## src/rtl/seq_detect_prog.sv

```systemverilog
// Programmable serial pattern detector (1..MAX_LEN bits, overlap selectable) with saturating match counter.
// Latency: one cycle from the completing accepted bit to seq_seen; no backpressure, a bit is taken whenever inp_valid is high.
module seq_detect_prog #(
    parameter int MAX_LEN = 8,
    parameter int CNT_W   = 8,
    parameter int LW      = $clog2(MAX_LEN + 1)
) (
    input  logic               clk,
    input  logic               reset,
    input  logic               cfg_we,
    input  logic [MAX_LEN-1:0] cfg_pattern,
    input  logic [LW-1:0]      cfg_len,
    input  logic               cfg_overlap,
    input  logic               inp_valid,
    input  logic               inp_bit,
    input  logic               cnt_clr,
    output logic               seq_seen,
    output logic [CNT_W-1:0]   match_count,
    output logic               cnt_sat
);

    localparam int LW1 = LW + 1;

    logic [MAX_LEN-1:0] pat_q, pat_d;
    logic [LW-1:0]      len_q, len_d;
    logic               ov_q, ov_d;
    logic [MAX_LEN-1:0] hist_q, hist_d;
    logic [LW-1:0]      fill_q, fill_d;
    logic               seen_q, seen_d;
    logic [CNT_W-1:0]   cnt_q, cnt_d;

    logic               accept;
    logic               match;
    logic               fill_ok;
    logic [MAX_LEN-1:0] hist_shift;
    logic [MAX_LEN-1:0] len_mask;

    always_comb begin
        accept     = inp_valid && !cfg_we;
        hist_shift = {hist_q[MAX_LEN-2:0], inp_bit};
        len_mask   = '0;
        for (int i = 0; i < MAX_LEN; i++) begin
            len_mask[i] = (LW'(i) < len_q);
        end
        // Extra bit so fill+1 cannot wrap when MAX_LEN+1 is a power of two.
        fill_ok = ({1'b0, fill_q} + LW1'(1)) >= {1'b0, len_q};
        match   = accept && (len_q != '0) && fill_ok &&
                  (((hist_shift ^ pat_q) & len_mask) == '0);

        pat_d  = pat_q;
        len_d  = len_q;
        ov_d   = ov_q;
        hist_d = hist_q;
        fill_d = fill_q;
        seen_d = match;
        cnt_d  = cnt_q;

        if (cfg_we) begin
            pat_d  = cfg_pattern;
            len_d  = (cfg_len > LW'(MAX_LEN)) ? LW'(MAX_LEN) : cfg_len;
            ov_d   = cfg_overlap;
            hist_d = '0;
            fill_d = '0;
        end else if (accept) begin
            hist_d = hist_shift;
            if (match && !ov_q) begin
                fill_d = '0;
            end else if (fill_q != LW'(MAX_LEN)) begin
                fill_d = fill_q + LW'(1);
            end
        end

        if (cnt_clr) begin
            cnt_d = match ? CNT_W'(1) : '0;
        end else if (match && !(&cnt_q)) begin
            cnt_d = cnt_q + CNT_W'(1);
        end
    end

    always_ff @(posedge clk) begin
        if (reset) begin
            pat_q  <= MAX_LEN'(4'b1011);
            len_q  <= LW'(4);
            ov_q   <= 1'b0;
            hist_q <= '0;
            fill_q <= '0;
            seen_q <= 1'b0;
            cnt_q  <= '0;
        end else begin
            pat_q  <= pat_d;
            len_q  <= len_d;
            ov_q   <= ov_d;
            hist_q <= hist_d;
            fill_q <= fill_d;
            seen_q <= seen_d;
            cnt_q  <= cnt_d;
        end
    end

    assign seq_seen    = seen_q;
    assign match_count = cnt_q;
    assign cnt_sat     = &cnt_q;

endmodule

```

## config.mk

```make
export PLATFORM = sky130hd
export DESIGN_NAME = seq_detect_prog
export DESIGN_NICKNAME = d
export VERILOG_FILES = /design/src/rtl/seq_detect_prog.sv
export SDC_FILE = /design/constraint.sdc
export NUM_CORES = 1
export LEC_CHECK = 0
export CELL_PAD_IN_SITES_DETAIL_PLACEMENT = 1
export CELL_PAD_IN_SITES_GLOBAL_PLACEMENT = 2
export CORE_MARGIN = 10
export CORE_UTILIZATION = 28
export CTS_BUF_LIST = sky130_fd_sc_hd__clkbuf_16
export DETAILED_ROUTE_END_ITERATION = 10
export PLACE_DENSITY = 0.85
export SLEW_MARGIN = 20
export SYNTH_ARGS = -nofsm -noshare
export SYNTH_HDL_FRONTEND = slang
export SYNTH_SLANG_ARGS = --single-unit
```

## constraint.sdc

```tcl
create_clock -name clk -period 2.5 [get_ports clk]
set_clock_uncertainty 0.15 [all_clocks]
set_input_delay 0.375 -clock clk [delete_from_list [all_inputs] [get_ports clk]]
set_output_delay 0.375 -clock clk [all_outputs]
set_load 0.05 [all_outputs]
```

==> flow_metrics.py <==
metrics = {
    "run_status": {
        "status": "completed",
    },
    "worst_hold_path": {
        "hold_class": "reg -> reg",
        "holdPathStages": 2,
        "worstHoldStart": "pat_q[4]",
        "holdPathEnd": "pat_q[4]",
    },
    "pwr": {
        "power_mw": 1.25,
        "leakage_nw": 0.931,
        "irDropWorstVdd_uv": 284,
        "power.density_nw_per_um2": 536,
    },
    "setup_path": {
        "ff2ff_path_depth": 8,
        "r2r-start": "fill_q[0]",
        "r2r_end": "match_count[4]",
        "worstSetupPathType": "reg -> reg",
        "worst-path-max-fanout": 7,
        "cp-end-kind": "flop",
        "ff2ff_setup_slack_ns": 0.03,
        "crit_arrival_ns": 2.53,
        "worst_ep_required_time_ns": 2.56,
        "cp-start-kind": "flop",
    },
    "sta": {
        "timing.hold.ws_ns": 0.374,
        "slew_headroom": 0.663,
        "final-hold-violation-count": 0,
        "fmax_mhz": 405,
        "period_share": 0.987,
        "finalWorstSetupSlack_ns": 0.0313,
        "fin_crit_ns": 2.47,
        "slew_viol_final": 0,
        "tns_ns": 0,
        "rsz0062_at_grt": "true",
        "tightest_slew_ns": 0.504,
        "setup-violations-final": 0,
    },
    "cts": {
        "cts_root_buf": "clkbuf_16",
        "postCtsSetupRepairBufs": 0,
        "cts_sinks": 33,
        "clk_latency_ns": 0.28,
        "clk_pin_slew_ns": 0.06,
        "cts_max_level": 2,
        "cts_tree": "done",
        "cts_hold_buf": 0,
        "numCtsBuffers": 5,
        "cts_max_path_buffers": 2,
    },
    "finish": {
        "final_nets": 257,
        "synthToLayoutAreaGrowth_pct": 40.2,
        "drive_above_1_share": 0.177,
        "fin_area_um2": 2330,
        "final_cell_mix": "dfxtp_1, clkdlybuf4s50_1, nor2_1, buf_4, mux2i_1",
        "final_common_cell": "dfxtp_1",
        "diodes": 0,
    },
    "detailed_routing": {
        "drt-initial-drc-count": 39,
        "wire_per_inst_um": 14.9,
        "vias_per_cell": 4.90,
        "routed_wl_um": 4520,
        "drt-pass1-iter-count": 4,
        "post-route-drc-count": 0,
        "vias": 1489,
        "antenna_left": 0,
    },
    "global_routing": {
        "antenna_found_initial": 0,
        "grt_pass1_vias": 1579,
        "grt_util_all_layers": 0.0958,
        "grt_start_max_net_pins": 19,
        "grt_pass1_wl_um": 7560,
        "grt-ovfl-total": 0,
    },
    "synth": {
        "netlist_area_um2": 1660,
        "synth.yosys.warnings": 0,
        "synthFlopType": "dfxtp_1",
        "synth_top_area_share": 0.398,
        "synth_fp_nets": 215,
        "synth_area_leaders": "dfxtp_1, mux2i_1, nor2_1",
        "postSynthCellCount": 189,
        "syn_avg_cell_area_um2": 8.78,
        "synth-edff-count": 0,
        "yosysTopAreaCell": "dfxtp_1",
        "synthDistinctLibCells": 33,
        "seq_area_frac_synth": 0.398,
        "synth_seq_cells": 33,
        "ys_async_sr_fraction": 0,
    },
    "die": {
        "dieHeight_um": 97.0,
        "start_util": 0.294,
        "design.die.area_um2": 9410,
        "die_w_um": 97.0,
        "rows": 27,
        "io_pins": 29,
        "floorplan.core_area_um2": 5640,
    },
    "job": {
        "drv_cap": 0,
    },
    "placement": {
        "io_buffers": 28,
        "gp_congestion": 0.747,
        "post-place-ws_ns": -0.338,
        "place_hpwl_um": 3490,
        "placed_area_um2": 2130,
    },
}
-- final cells by class --
class | instances | area [um2]
timing repair buffer | 45 | 418
inverter | 8 | 30.0
fill | 651 | 3310
clock inverter | 3 | 12.5
tap | 72 | 90.1
clock buffer | 5 | 125
sequential | 33 | 668
multi-input combinational | 138 | 983
-- sequential cells by signal, summed over array words and instances, names as in the netlist --
signal       count
match_count      8
pat_q            8
hist_q           7
fill_q           4
len_q            4
ov_q             1
seq_seen         1
-- Yosys cell counts (4+ instances only) --
cell type  count
ha_1           7
nor3_1         5
o31ai_1        4
nor2b_1        4
dfxtp_1       33
clkbuf_1       7
nor2_1        26
o21ai_0       10
a21oi_1       13
a211o_1        4
nand2_1        6
mux2i_1       16
xor2_1         5
inv_1          8
xnor2_1        6
or4_1          4
nand3_1        6
and3_1         4
-- per-layer routing --
metal  routed length [um]  track usage  part of all wire
met3                  121       0.0220             0.027
met1                 2090        0.109              0.46
met4                   75       0.0440             0.017
met5                    0            0                 0
met2                 2230        0.165              0.49
-- where the power goes --
part | internal [mW] | total (mW) | switching [mW]
Combinational | 0.0653 | 0.118 | 0.0527
Sequential | 0.539 | 0.552 | 0.0132
Clock | 0.359 | 0.578 | 0.219
Total | 0.964 | 1.25 | 0.285
-- worst max-delay path by stage --
| stage | start | to | slack [ns] | cells past startpoint |
|---|---|---|---|---|
| floorplan | fill_q[1] | match_count[2] | 0.01 | 9 |
| global placement | cfg_we | match_count[4] | -0.28 | 7 |
| detailed placement | cfg_we | match_count[4] | -0.34 | 7 |
| CTS | fill_q[0] | match_count[2] | -0.002 | 8 |
| global route | fill_q[0] | match_count[4] | -0.06 | 8 |
| finish | fill_q[0] | match_count[4] | 0.03 | 8 |
-- critical path: stages (launching register included) --
cell     delay (ns)
dfxtp_4        0.36
ha_4           0.17
xor2_2         0.14
ha_1           0.28
o21ai_1        0.08
o21ai_2        0.13
or4b_4         0.52
or4_4          0.44
a21oi_2        0.13
-- what timing repair did --
item | CTS | global route
setup endpoints to repair | 4 | 10
pin swaps | 7 | 0
resized for setup | 9 | 5
-- kinds of logic (layout without fill, tap and decap cells) --
family | Yosys count | count (layout) | synth area share
multiplexers | 16 | 16 | 0.0965
adder cells (fa/ha/maj) | 7 | 7 | 0.0527
AND/OR/NAND/NOR | 65 | 65 | 0.200
buffers and inverters | 18 | 61 | 0.0497
AO/OA/AOI/OAI | 39 | 39 | 0.145
flip-flops | 33 | 33 | 0.398
XOR/XNOR | 11 | 11 | 0.0580
-- per-stage QoR --
| step | util | instances |
|---|---|---|
| after floorplan | - | 189 |
| after global placement | 0.378 | 296 |
| final | 0.413 | 304 |
| after global routing | 0.413 | 304 |
| after detailed placement | 0.378 | 296 |
| after CTS | 0.410 | 304 |
Note: power is estimated with default switching activity, not from simulation.
